[config.mk]
export PLATFORM = sky130hd
export DESIGN_NAME = lsu_exc_ctl
export DESIGN_NICKNAME = d
export VERILOG_FILES = /design/src/rtl/lsu_exc_ctl_pkg.sv /design/src/rtl/lsu_exc_stage.sv /design/src/rtl/rvdffs.sv /design/src/rtl/lsu_exc_ctl.sv
export SDC_FILE = /design/constraint.sdc
export NUM_CORES = 1
export LEC_CHECK = 0
export CAP_MARGIN = 20
export CORE_MARGIN = 2
export CORE_UTILIZATION = 40
export CTS_CLUSTER_DIAMETER = 50
export DETAILED_ROUTE_END_ITERATION = 8
export GPL_TIMING_DRIVEN = 0
export PLACE_DENSITY_LB_ADDON = 0.08
export SYNTH_ARGS = -nofsm -noshare
export SYNTH_HDL_FRONTEND = slang
export SYNTH_SLANG_ARGS = --single-unit
[constraint.sdc]
create_clock -name clk -period 1.54 [get_ports clk]
set_input_delay 0.154 -clock clk [delete_from_list [all_inputs] [get_ports clk]]
set_output_delay 0.154 -clock clk [all_outputs]
set_load 0.01 [all_outputs]
[src/rtl/lsu_exc_ctl_pkg.sv]
// Shared LSU types for the exception pipeline: dc1 packet, stage entry and dc3 error report.
package lsu_exc_ctl_pkg;

    localparam int unsigned LSU_ADDR_W = 32;

    localparam logic [1:0] LSU_EXC_ACCESS   = 2'd0;
    localparam logic [1:0] LSU_EXC_MISALIGN = 2'd1;

    typedef struct packed {
        logic valid;
        logic load;
        logic store;
        logic dma;
    } lsu_pkt_t;

    typedef struct packed {
        logic                  exc_valid;
        logic                  inst_type;
        logic [1:0]            exc_type;
        logic                  ecc_error;
        logic [LSU_ADDR_W-1:0] addr;
    } lsu_error_pkt_t;

    // valid must stay the most significant field: the stage register splits it off by position
    typedef struct packed {
        logic                  valid;
        logic                  store;
        logic                  dma;
        logic                  in_dccm;
        logic                  mis;
        logic                  acc;
        logic [LSU_ADDR_W-1:0] addr;
    } exc_stage_t;

    localparam int unsigned EXC_STAGE_W = $bits(exc_stage_t);

    function automatic lsu_error_pkt_t exc_pkt(input exc_stage_t s, input logic dbl_ecc);
        lsu_error_pkt_t p;
        logic           ev;
        p  = '0;
        ev = s.valid & ~s.dma & (s.mis | s.acc | (s.in_dccm & dbl_ecc));
        if (ev) begin
            p.exc_valid = 1'b1;
            p.inst_type = s.store;
            p.addr      = s.addr;
            p.exc_type  = s.mis ? LSU_EXC_MISALIGN : LSU_EXC_ACCESS;
            p.ecc_error = ~s.mis & ~s.acc;
        end
        return p;
    endfunction

endpackage

[src/rtl/lsu_exc_stage.sv]
// One exception pipeline stage: holds on i_hold, drops valid on i_kill (kill beats hold).
module lsu_exc_stage
    import lsu_exc_ctl_pkg::*;
(
    input  logic       i_clk,
    input  logic       i_rst_l,
    input  logic       i_hold,
    input  logic       i_kill,
    input  exc_stage_t i_d,
    output exc_stage_t o_q
);

    logic                   w_valid_en;
    logic                   w_valid_d;
    logic                   w_valid_q;
    logic [EXC_STAGE_W-2:0] w_data_d;
    logic [EXC_STAGE_W-2:0] w_data_q;

    assign w_valid_en = i_kill | ~i_hold;
    assign w_valid_d  = i_d.valid & ~i_kill;
    assign w_data_d   = i_d[EXC_STAGE_W-2:0];

    rvdffs #(.WIDTH(1)) u_valid_ff (
        .i_clk   (i_clk),
        .i_rst_l (i_rst_l),
        .i_en    (w_valid_en),
        .i_din   (w_valid_d),
        .o_dout  (w_valid_q)
    );

    // Payload is don't-care once killed, so it only needs the hold enable.
    rvdffs #(.WIDTH(EXC_STAGE_W-1)) u_data_ff (
        .i_clk   (i_clk),
        .i_rst_l (i_rst_l),
        .i_en    (~i_hold),
        .i_din   (w_data_d),
        .o_dout  (w_data_q)
    );

    assign o_q = {w_valid_q, w_data_q};

endmodule

[src/rtl/rvdffs.sv]
// Enabled flop bank with synchronous active-low reset.
module rvdffs #(
    parameter int unsigned WIDTH = 1
) (
    input  logic             i_clk,
    input  logic             i_rst_l,
    input  logic             i_en,
    input  logic [WIDTH-1:0] i_din,
    output logic [WIDTH-1:0] o_dout
);

    logic [WIDTH-1:0] r_q;

    always_ff @(posedge i_clk) begin
        if (!i_rst_l) begin
            r_q <= '0;
        end else if (i_en) begin
            r_q <= i_din;
        end
    end

    assign o_dout = r_q;

endmodule

[src/rtl/lsu_exc_ctl.sv]
// LSU exception pipeline: stages dc1 faults to dc3, merges DCCM ECC, and keeps a sticky
// first-exception record acknowledged by the trap logic.
module lsu_exc_ctl
    import lsu_exc_ctl_pkg::*;
#(
    parameter int unsigned ADDR_W = 32
) (
    input  logic                 clk,
    input  logic                 rst_l,
    input  lsu_pkt_t             lsu_pkt_dc1,
    input  logic [ADDR_W-1:0]    start_addr_dc1,
    input  logic                 access_fault_dc1,
    input  logic                 misaligned_fault_dc1,
    input  logic                 addr_in_dccm_dc1,
    input  logic                 lsu_freeze_dc3,
    input  logic                 lsu_flush_dc2_up,
    input  logic                 lsu_double_ecc_error_dc3,
    input  logic                 dec_tlu_exc_ack,
    output lsu_error_pkt_t       lsu_error_pkt_dc3,
    output logic                 lsu_exc_pending,
    output logic [1:0]           lsu_exc_type_sticky,
    output logic [ADDR_W-1:0]    lsu_exc_addr_sticky
);

    typedef enum logic {
        StIdle,
        StPend
    } sticky_state_e;

    exc_stage_t     w_dc1;
    exc_stage_t     w_dc2;
    exc_stage_t     w_dc3;
    lsu_error_pkt_t w_pkt_dc3;
    logic           w_qual;
    logic           w_capture;

    sticky_state_e     r_state;
    sticky_state_e     w_state_d;
    logic [1:0]        r_exc_type;
    logic [1:0]        w_exc_type_d;
    logic [ADDR_W-1:0] r_exc_addr;
    logic [ADDR_W-1:0] w_exc_addr_d;

    // DMA and invalid slots never carry architectural faults.
    assign w_qual = lsu_pkt_dc1.valid & ~lsu_pkt_dc1.dma;

    always_comb begin
        w_dc1         = '0;
        w_dc1.valid   = lsu_pkt_dc1.valid;
        w_dc1.store   = lsu_pkt_dc1.store;
        w_dc1.dma     = lsu_pkt_dc1.dma;
        w_dc1.in_dccm = addr_in_dccm_dc1;
        w_dc1.mis     = misaligned_fault_dc1 & w_qual;
        w_dc1.acc     = access_fault_dc1 & w_qual;
        w_dc1.addr    = LSU_ADDR_W'(start_addr_dc1);
    end

    lsu_exc_stage u_dc2 (
        .i_clk   (clk),
        .i_rst_l (rst_l),
        .i_hold  (lsu_freeze_dc3),
        .i_kill  (lsu_flush_dc2_up),
        .i_d     (w_dc1),
        .o_q     (w_dc2)
    );

    lsu_exc_stage u_dc3 (
        .i_clk   (clk),
        .i_rst_l (rst_l),
        .i_hold  (lsu_freeze_dc3),
        .i_kill  (lsu_flush_dc2_up),
        .i_d     (w_dc2),
        .o_q     (w_dc3)
    );

    assign w_pkt_dc3         = exc_pkt(w_dc3, lsu_double_ecc_error_dc3);
    assign lsu_error_pkt_dc3 = w_pkt_dc3;
    assign w_capture         = w_pkt_dc3.exc_valid & ~lsu_freeze_dc3;

    always_ff @(posedge clk) begin
        if (!rst_l) begin
            r_state    <= StIdle;
            r_exc_type <= '0;
            r_exc_addr <= '0;
        end else begin
            r_state    <= w_state_d;
            r_exc_type <= w_exc_type_d;
            r_exc_addr <= w_exc_addr_d;
        end
    end

    always_comb begin
        w_state_d    = r_state;
        w_exc_type_d = r_exc_type;
        w_exc_addr_d = r_exc_addr;
        unique case (r_state)
            StIdle: begin
                if (w_capture) begin
                    w_state_d    = StPend;
                    w_exc_type_d = w_pkt_dc3.exc_type;
                    w_exc_addr_d = ADDR_W'(w_pkt_dc3.addr);
                end
            end
            StPend: begin
                // An ack frees the record, so a same-cycle new error takes its place.
                if (dec_tlu_exc_ack) begin
                    if (w_capture) begin
                        w_exc_type_d = w_pkt_dc3.exc_type;
                        w_exc_addr_d = ADDR_W'(w_pkt_dc3.addr);
                    end else begin
                        w_state_d = StIdle;
                    end
                end
            end
            default: w_state_d = StIdle;
        endcase
    end

    assign lsu_exc_pending     = (r_state == StPend);
    assign lsu_exc_type_sticky = r_exc_type;
    assign lsu_exc_addr_sticky = r_exc_addr;

endmodule

==> flow_metrics.tcl, run 1 <==
set metrics [dict create \
    status "complete, but fails checks" \
    cp_data_required_time_ps 1390 \
    clock_latency_ps 360 \
    cts.htree.levels 3 \
    dieArea_um2 12100 \
    post_synth_main_area_contributors "dfxtp_1, mux2i_1, nor2b_1" \
    worst-slew-pin-transition_ps 575 \
    timing.final.crit_share_pct 115 \
    worstSetupStartpointType "register" \
    seqPwrFrac_pct 59.0 \
    globalplace.congestion 0.784 \
    cts.path.max_buffers 2 \
    placeableCoreArea_um2 10900 \
    finalCriticalPeriod_ps 1770 \
    clkTransAtPathRegs_ps 90 \
    routedWlPerCell_um 14.8 \
    timing.setup.critical_path_class "register to output pin" \
    tritoncts_clock_tree "yes" \
    fin_setup_tns_ps -7630 \
    drc_errors 0 \
    initial_antenna_violation_count 0 \
    syn_inst 439 \
    synth-seq-area-share_pct 49.1 \
    core.rowCount 38 \
    synth_largest_type_area_fraction_pct 49.1 \
    max_ir_drop_vdd_mv 0.594 \
    yosysWarningCount 0 \
    unrepaired_setup_endpoints_after_global_routing "true" \
    switching_power_mw 1.23 \
    starting_density_of_the_core_pct 41.2 \
    total_power_mw 5.06 \
    top_library_cells_by_usage_in_the_layout_fill_and_taps_aside "mux2i_1, dfxtp_1, nor2b_1, clkdlybuf4s50_1, nand2_1" \
    post-dp-hpwl_um 7600 \
    ys_ff_latch 110 \
    clock_tree.root_cell "clkbuf_8" \
    floorplan.die.height_um 110 \
    worstPathArrival_ps 1620 \
    nFillCells 1055 \
    comb_power_share_pct 8.9 \
    hold_path.class "primary input to register" \
    critical_path_cell_with_the_highest_stage_delay "dfxtp_2" \
    num-nets-final 616 \
    synthDominantAreaCellType "dfxtp_1" \
    gr-usage-all-layers_pct 18.1 \
    worstPathMaxFanout 7 \
    vias_per_cell 4.59 \
    finalSetupViolCount 36 \
    detailedRoute.firstPassIterationCount 4 \
    postLayoutSetupSlackWorst_ps -234 \
    drt-initial-drc-count 74 \
    fmax_achieved_mhz 564 \
    post_synth_num_cell_types 20 \
    grt_start_max_net_pins 19 \
    cellInternalPower_mw 3.82 \
    violated_checks "negative setup slack" \
    routed_wl_um 10600 \
    layout-drive-gt1-share_pct 14.8 \
    insertedDiodeCount 0 \
    p_sw_share_pct 24.4 \
    layout_commonest_cell "mux2i_1" \
    port_buffers 111 \
    die-width_um 110 \
    crit_path_cell_trace "a211oi_4, nor2_4, buf_12, clkbuf_8, and2_1, buf_2" \
    cts_buffers 9 \
    globalRouteOverflowTotal 0 \
    final_report_hold_violation_count 0 \
    routed-via-count 3287 \
    first_global_vias 3225 \
    power_density_nw_per_um2 852 \
    maxCapViolCount 0 \
    cts_sinks 110 \
    first_pass_grt_wire_length_um 16600 \
    layout-area-overhead-vs-synth_pct 32.3 \
    slew_violations 0 \
    power_frac_clock_pct 32.1 \
    worst_slew_margin_rel_pct 61.7 \
    top_level_ports 117 \
    p_leak_nw 2.40 \
    finClkSkew_ps 10.7 \
    holdBufCountCts 0 \
    critical_path.max_stage_delay_ps 350 \
    antenna_left 0 \
    syn_area_per_cell_um2 10.2 \
    syn-cell-area_um2 4490 \
    cp_endpoint_kind "output pin" \
]
power groups by stage:
stage                     sequential [mW]  clock [mW]  combinational (mW)
after floorplan                      3.03           0               0.273
after global placement               3.05           0               0.442
after detailed placement             3.05           0               0.451
after CTS                            2.98        1.67               0.458
after global routing                 3.00        1.81               0.495
final                                2.98        1.62               0.452
worst max-delay path: cells and delay by family (launching register included):
kind	cells	cell delay [ps]
simple gates	2	230
flops	1	350
buf+inv	3	430
compound gates	1	260
sequential cells by signal, indices dropped and copies added, names as in the netlist:
| name | flops |
|---|---|
| u_dc3.u_data_ff.o_dout | 37 |
| lsu_exc_type_sticky | 1 |
| u_dc2.u_data_ff.o_dout | 37 |
| lsu_exc_addr_sticky | 32 |
| lsu_exc_pending | 1 |
| u_dc2.u_valid_ff.o_dout | 1 |
| u_dc3.u_valid_ff.o_dout | 1 |
worst paths after layout:
check,from,endpoint,slack [ps],depth (start not counted)
max,u_dc3.u_data_ff.o_dout[32],lsu_error_pkt_dc3[24],-230,6
max reg2reg,u_dc3.u_data_ff.o_dout[34],lsu_exc_addr_sticky[2],90,6
min,rst_l,lsu_exc_addr_sticky[31],180,3
min reg2reg,lsu_exc_addr_sticky[31],lsu_exc_addr_sticky[31],460,2
repair_timing:
action                                  4_1_cts  5_1_grt
endpoints found under the setup margin       66       69
pin swaps                                     2        3
resized for setup                           151        4
gates cloned                                  2        0
setup buffers                                 4        4
synth_stat cells:
| library cell | n |
|---|---|
| nor2_1 | 3 |
| nor4_1 | 1 |
| buf_4 | 3 |
| nand2_1 | 66 |
| o21a_1 | 1 |
| buf_6 | 3 |
| buf_2 | 9 |
| and2_1 | 34 |
| nand2b_4 | 1 |
| a21oi_1 | 2 |
| mux2i_1 | 107 |
| dfxtp_1 | 110 |
| nor4_4 | 1 |
| nand2b_1 | 1 |
| a211oi_2 | 1 |
| nor2b_1 | 75 |
| nor3_1 | 1 |
| clkbuf_1 | 17 |
| nor4bb_1 | 2 |
| conb_1 | 1 |
routing by layer:
metal  vias to the layer above  global-route usage, %  wire length, µm
met4                         0                   5.61              173
li1                       1690                      -                -
met5                         -                      0                0
met3                        13                   2.85              410
met1                      1516                   24.6             5080
met2                        68                   29.3             4940
through the flow:
stage / utilization (%) / instances / setup WS [ps] / area (µm²) / hold slack, ps
after floorplan: - / 440 / 159 / 4490 / 298
after detailed placement: 53.0 / 691 / -1060 / 5780 / 448
after CTS: 54.0 / 712 / -247 / 5880 / 173
after global routing: 54.5 / 716 / -310 / 5930 / 189
final: 54.5 / 716 / -234 / 5930 / 181
after global placement: 53.0 / 691 / -1120 / 5780 / 443
logic make-up after synthesis:
family	Yosys count	synth area share [%]
other cells	1	0.0836
compound gates	4	0.669
mux	107	23.9
flops	110	49.1
buf+inv	32	3.68
simple gates	185	22.6
final cells by class:
class	count	area (µm²)	area share (%)
Clock buffer	10	138	2.32
Buffer	32	203	3.42
Multi-Input combinational cell	298	2140	36.1
Timing Repair Buffer	120	1020	17.2
Sequential cell	110	2210	37.2
Tap cell	140	175	2.95
Clock inverter	6	46.3	0.780
Power figures use the tool's default switching activity.
==> run 2: changes to the inputs <==
Settings changed: CORE_MARGIN 2 to 3, CORE_UTILIZATION 40 to 45, PLACE_DENSITY set to 0.75, PLACE_DENSITY_LB_ADDON 0.08 to not set.
==> flow_metrics.tcl, run 2 (synthesis results as in run 1) <==
set metrics [dict create \
    final_core_util_pct 66.2 \
    finalNonFillerCells 708 \
    clock_tree.root_cell "clkbuf_8" \
    worst_hold_path.endpoint "lsu_exc_addr_sticky[31]" \
    detailed_place.area_um2 5760 \
    status "complete, but fails checks" \
    globalplace.congestion 0.785 \
    postLayoutSetupSlackWorst_ps -253 \
    detailedRoute.firstPassIterationCount 6 \
    timing.setup.critical_path_class "register to output pin" \
    cp_endpoint_kind "output pin" \
    layout_commonest_cell "mux2i_1" \
    placeableCoreArea_um2 9460 \
    antenna_left 0 \
    crit_path_cell_trace "a211oi_4, nor2_4, buf_12, clkbuf_16, and2_4, buf_6" \
    path_delay_family "buffers and inverters" \
    holdBufCountCts 0 \
    cp_num_buf_inv 3 \
    first_pass_grt_wire_length_um 17700 \
    rr_startpoint "u_dc3.u_data_ff.o_dout[34]" \
    core.rowCount 35 \
    worst-r2r-setup-slack_ps -30 \
    post-dp-hpwl_um 7810 \
    drt-initial-drc-count 91 \
    drc_errors 0 \
    first_global_vias 3514 \
    violated_checks "negative setup slack" \
    dieArea_um2 11200 \
    starting_density_of_the_core_pct 47.4 \
    slew_violations 0 \
    cts_sinks 110 \
    timing.final.crit_share_pct 116 \
    hold_ws_ps 169 \
    cp_data_required_time_ps 1390 \
    hold_path.class "primary input to register" \
    hold_path_depth 3 \
    post-place-cells 680 \
    routed-via-count 3401 \
    finalCriticalPeriod_ps 1790 \
    port_buffers 111 \
    worstPathArrival_ps 1640 \
    cts.path.max_buffers 2 \
    critical_path_cell_with_the_highest_stage_delay "dfxtp_4" \
    finalSetupViolCount 47 \
    worst_r2r_path_depth 7 \
    routed_wl_um 11000 \
    worstSetupStartpointType "register" \
    critical_path.max_stage_delay_ps 360 \
    initial_antenna_violation_count 0 \
    tritoncts_clock_tree "yes" \
    globalRouteOverflowTotal 0 \
    power_density_nw_per_um2 838 \
    routedWlPerCell_um 15.6 \
    floorplan.die.height_um 106 \
    fmax_achieved_mhz 558 \
    gr-usage-all-layers_pct 19.9 \
    grt_start_max_net_pins 19 \
    num-nets-final 619 \
    worst_slew_margin_rel_pct 65.8 \
    final_report_hold_violation_count 0 \
    r2r-end "lsu_exc_addr_sticky[20]" \
    maxCapViolCount 0 \
    max_ir_drop_vdd_mv 0.510 \
    worstPathMaxFanout 6 \
    unrepaired_setup_endpoints_after_global_routing "true" \
    p_leak_nw 2.49 \
    vias_per_cell 4.80 \
    cts.htree.levels 3 \
    layout-area-overhead-vs-synth_pct 39.6 \
    cts_buffers 9 \
    layout.cell_area.non_filler_um2 6260 \
    worst-slew-pin-transition_ps 513 \
    die-width_um 106 \
    insertedDiodeCount 0 \
    clkTransAtPathRegs_ps 100 \
    clock_latency_ps 370 \
    finClkSkew_ps 10.5 \
    top_library_cells_by_usage_in_the_layout_fill_and_taps_aside "mux2i_1, dfxtp_1, nor2b_1, clkdlybuf4s50_1, nand2_1" \
    top_level_ports 117 \
    hp-start "rst_l" \
    fin_setup_tns_ps -7570 \
    layout-drive-gt1-share_pct 20.7 \
]
-- run 2: per-stage QoR --
stage | setup WS, ps | power (mW)
6_report | -253 | 5.25
5_1_grt | -288 | 5.44
4_1_cts | -241 | 5.28
3_5_place_dp | -1060 | 3.50
3_3_place_gp | -1080 | 3.48
2_1_floorplan | 159 | 3.31
-- run 2: how the worst max path moves through the flow --
| stage | depth (start not counted) | startpoint | endpoint |
|---|---|---|---|
| 6_report | 6 | u_dc3.u_data_ff.o_dout[32] | lsu_error_pkt_dc3[23] |
| 5_1_grt | 6 | u_dc3.u_data_ff.o_dout[32] | lsu_error_pkt_dc3[23] |
| 4_1_cts | 5 | u_dc3.u_data_ff.o_dout[35] | lsu_error_pkt_dc3[21] |
| 3_5_place_dp | 6 | lsu_double_ecc_error_dc3 | lsu_error_pkt_dc3[31] |
| 3_3_place_gp | 6 | lsu_double_ecc_error_dc3 | lsu_error_pkt_dc3[33] |
| 2_1_floorplan | 4 | u_dc3.u_data_ff.o_dout[32] | lsu_error_pkt_dc3[0] |
-- run 2: power by group --
| part | internal (mW) | switching, mW |
|---|---|---|
| Clock | 0.806 | 0.998 |
| Combinational | 0.252 | 0.204 |
| Sequential | 2.93 | 0.0556 |
| Total | 3.99 | 1.26 |
-- run 2: final cells by class --
type	instances	area, µm²
Fill cell	757	3200
Multi-Input combinational cell	298	2220
Sequential cell	110	2210
Timing Repair Buffer	123	1240
Buffer	32	225
Tap cell	129	161
Clock buffer	10	138
Clock inverter	6	68.8
-- run 2: worst reg2reg max path: stages (launching register included) --
cell,delay [ps]
dfxtp_2,370
a211oi_4,80
buf_4,140
buf_6,120
nor4_4,250
buf_6,190
buf_12,150
mux2i_1,210
-- run 2: metal layers --
metal / GRT usage, % / share of wire [%] / up-vias
met5: 0 / 0 / -
met4: 6.01 / 1.3 / 0
met3: 3.55 / 4.6 / 11
met2: 34.3 / 50 / 85
met1: 25.2 / 44 / 1617
li1: - / - / 1688
-- run 2: what timing repair did --
item,CTS,global route
gates resized for setup,162,73
setup buffers,5,7
setup endpoints to repair,66,69
cloned,2,1
pin swaps,11,4
==> run 3: changes to the inputs <==
--- a/config.mk
+++ b/config.mk
@@ -6,11 +6,13 @@
 export NUM_CORES = 1
 export LEC_CHECK = 0
+export ABC_AREA = 1
 export CAP_MARGIN = 20
 export CORE_MARGIN = 3
 export CORE_UTILIZATION = 45
+export CTS_BUF_LIST = sky130_fd_sc_hd__clkbuf_8
 export CTS_CLUSTER_DIAMETER = 50
 export DETAILED_ROUTE_END_ITERATION = 8
 export GPL_TIMING_DRIVEN = 0
-export PLACE_DENSITY = 0.75
+export PLACE_DENSITY = 0.76
 export SYNTH_ARGS = -nofsm -noshare
 export SYNTH_HDL_FRONTEND = slang
==> constraint.sdc (replaced) <==
create_clock -name clk -period 1.54 [get_ports clk]
set_input_delay 0.154 -clock clk [delete_from_list [all_inputs] [get_ports clk]]
set_output_delay 0.154 -clock clk [all_outputs]
set_load 0.05 [all_outputs]
==> flow_metrics.tcl, run 3 <==
set metrics [dict create \
    antenna_left 0 \
    worst_r2r_path_depth 8 \
    nFillCells 743 \
    worstSetupStartpointType "register" \
    setup.worst_path.start "u_dc3.u_data_ff.o_dout[32]" \
    core.rowCount 34 \
    groute.layer.met3.usage_pct 2.23 \
    routed_wl_um 11300 \
    postLayoutSetupSlackWorst_ps -157 \
    maxCapViolCount 0 \
    num-nets-final 773 \
    power_frac_clock_pct 32.8 \
    finClkSkew_ps 11.6 \
    unrepaired_setup_endpoints_after_global_routing "true" \
    drc_errors 0 \
    layout-drive-gt1-share_pct 18.0 \
    switching_power_mw 1.37 \
    routedWlPerCell_um 13.5 \
    worst-slew-pin-transition_ps 539 \
    finalNonFillerCells 840 \
    placeableCoreArea_um2 8930 \
    gr-usage-all-layers_pct 21.0 \
    post_synth_num_cell_types 20 \
    p_sw_share_pct 24.9 \
    synth_top_cells_by_count "nor2_1, dfxtp_1, nand2_1, o21ai_0, inv_1" \
    seqPwrFrac_pct 55.4 \
    worstPathArrival_ps 1540 \
    initial_antenna_violation_count 0 \
    globalRouteOverflowTotal 0 \
    syn_inst 593 \
    hold_path_depth 3 \
    globalplace.congestion 0.850 \
    finalSetupViolCount 36 \
    timing.setup.critical_path_class "register to output pin" \
    first_global_vias 3816 \
    hold_ws_ps 146 \
    worst_slew_margin_rel_pct 64.2 \
    insertedDiodeCount 0 \
    starting_density_of_the_core_pct 47.4 \
    cp_endpoint_kind "output pin" \
    layout-area-overhead-vs-synth_pct 44.9 \
    clkTransAtPathRegs_ps 90 \
    cts.htree.levels 3 \
    synth_top_flop_cell "dfxtp_1" \
    finalCriticalPeriod_ps 1700 \
    ys_ff_latch 110 \
    worst_hold_path.endpoint "u_dc3.u_data_ff.o_dout[14]" \
    synthDominantAreaCellType "dfxtp_1" \
    port_buffers 112 \
    cellInternalPower_mw 4.14 \
    vias_per_cell 4.78 \
    fmax_achieved_mhz 589 \
    holdBufCountCts 0 \
    post_synth_main_area_contributors "dfxtp_1, nor2_1, o21ai_0" \
    top_library_cells_by_usage_in_the_layout_fill_and_taps_aside "nor2_1, dfxtp_1, o21ai_0" \
    detailed_place.area_um2 5490 \
    syn-cell-area_um2 4230 \
    comb_power_share_pct 11.7 \
    max_ir_drop_vdd_mv 0.564 \
    layout.cell_area.non_filler_um2 6130 \
    layout_commonest_cell "nor2_1" \
    power_density_nw_per_um2 898 \
    syn_area_per_cell_um2 7.14 \
    hold_path.class "primary input to register" \
    violated_checks "negative setup slack" \
    cp_data_required_time_ps 1390 \
    drt-initial-drc-count 121 \
    status "complete, but fails checks" \
    dieArea_um2 10600 \
    clock_tree.root_cell "clkbuf_8" \
    cts_sinks 110 \
    p_leak_nw 2.89 \
    groute.layer.met1.usage_pct 25.3 \
    cts.path.max_buffers 2 \
    floorplan.die.height_um 103 \
    worstPathMaxFanout 10 \
    timing.final.crit_share_pct 110 \
    die-width_um 103 \
    slew_violations 0 \
    worst-r2r-setup-slack_ps 180 \
    yosys.cell_count.top_type "nor2_1" \
    detailedRoute.firstPassIterationCount 4 \
    synth_largest_type_area_fraction_pct 52.0 \
    yosysWarningCount 0 \
    top_level_ports 117 \
    top_usage_layer "met2" \
    synth-seq-area-share_pct 52.0 \
    hp-start "rst_l" \
    globalRouteMet2Util_pct 38.3 \
    post-dp-hpwl_um 8170 \
    post-place-cells 814 \
    synth_enable_flop_cells 0 \
    grt_start_max_net_pins 17 \
    r2r-end "lsu_exc_addr_sticky[4]" \
    first_pass_grt_wire_length_um 17500 \
    synth-async-reset-ratio_pct 0 \
    rr_startpoint "u_dc3.u_valid_ff.o_dout" \
    cts_buffers 9 \
    final_report_hold_violation_count 0 \
    clock_latency_ps 360 \
    tritoncts_clock_tree "yes" \
    routed-via-count 4014 \
]
==> run 3: changes by cell type in the layout (fill, tap and decap cells not counted), sizes merged, moves of 3 or more <==
cell,delta
mux2i,-107
clkdlybuf4s50,-33
nor2b,-75
and2,-33
o21ai,+73
dlygate4sd2,+34
buf,+3
nand2,+8
inv,+74
nor2,+177
a21oi,+35
==> run 3: stage by stage <==
step | TNS [ps] | worst slack, ps | utilization (%) | total power, mW
final | -4470 | -157 | 68.7 | 5.51
after global placement | -26700 | -805 | 61.5 | 3.67
after global routing | -6350 | -206 | 68.7 | 5.70
after detailed placement | -28070 | -823 | 61.5 | 3.69
after floorplan | -6550 | -212 | - | 3.45
after CTS | -4320 | -160 | 66.8 | 5.49
==> run 3: worst max path at each step <==
stage	to	slack, ps	cells past startpoint
floorplan	lsu_error_pkt_dc3[0]	-210	6
global placement	lsu_error_pkt_dc3[33]	-810	8
detailed placement	lsu_error_pkt_dc3[18]	-820	8
CTS	lsu_error_pkt_dc3[26]	-160	7
global route	lsu_error_pkt_dc3[26]	-210	7
finish	lsu_error_pkt_dc3[26]	-160	7
==> run 3: cells by family after synthesis <==
kind of cell    Yosys count  synth area share [%]
compound gates          110                  13.0
other cells               1                0.0886
simple gates            260                  23.7
flops                   110                  52.0
buf+inv                 112                  11.2
==> run 3: cell type report <==
cell class / instances / area [µm²] / area share [%]
Clock inverter: 6 / 80.1 / 1.31
Buffer: 39 / 240 / 3.92
Timing Repair Buffer: 123 / 1260 / 20.5
Multi-Input combinational cell: 372 / 1810 / 29.5
Clock buffer: 9 / 124 / 2.02
Sequential cell: 110 / 2210 / 36.0
Tap cell: 108 / 135 / 2.20
Inverter: 73 / 282 / 4.59
==> run 3: what timing repair did <==
action / 4_1_cts / 5_1_grt
gates cloned: 1 / 0
endpoints found under the hold margin: 0 / 0
pin swaps: 5 / 5
setup endpoints to repair: 70 / 35
gates resized for setup: 343 / 39
buffers inserted: 8 / 2
==> run 3: critical path, stage by stage, from the launching register on <==
cell,delay (ps)
dfxtp_2,350
nor2_4,110
nand2_2,70
and2_4,170
inv_8,100
buf_12,180
nor2_2,60
buf_6,150
==> run 3: power by group through the flow <==
stage	Clock (mW)	Combinational [mW]	Sequential [mW]
2_1_floorplan	0	0.311	3.14
3_3_place_gp	0	0.561	3.11
3_5_place_dp	0	0.578	3.11
4_1_cts	1.82	0.620	3.05
5_1_grt	1.92	0.714	3.07
6_report	1.81	0.646	3.05
==> run 3: per-layer routing <==
metal | vias to the layer above | part of all wire [%]
met5 | - | 0
met4 | 0 | 2.1
met3 | 22 | 4.4
met2 | 107 | 53
met1 | 1818 | 41
li1 | 2067 | -
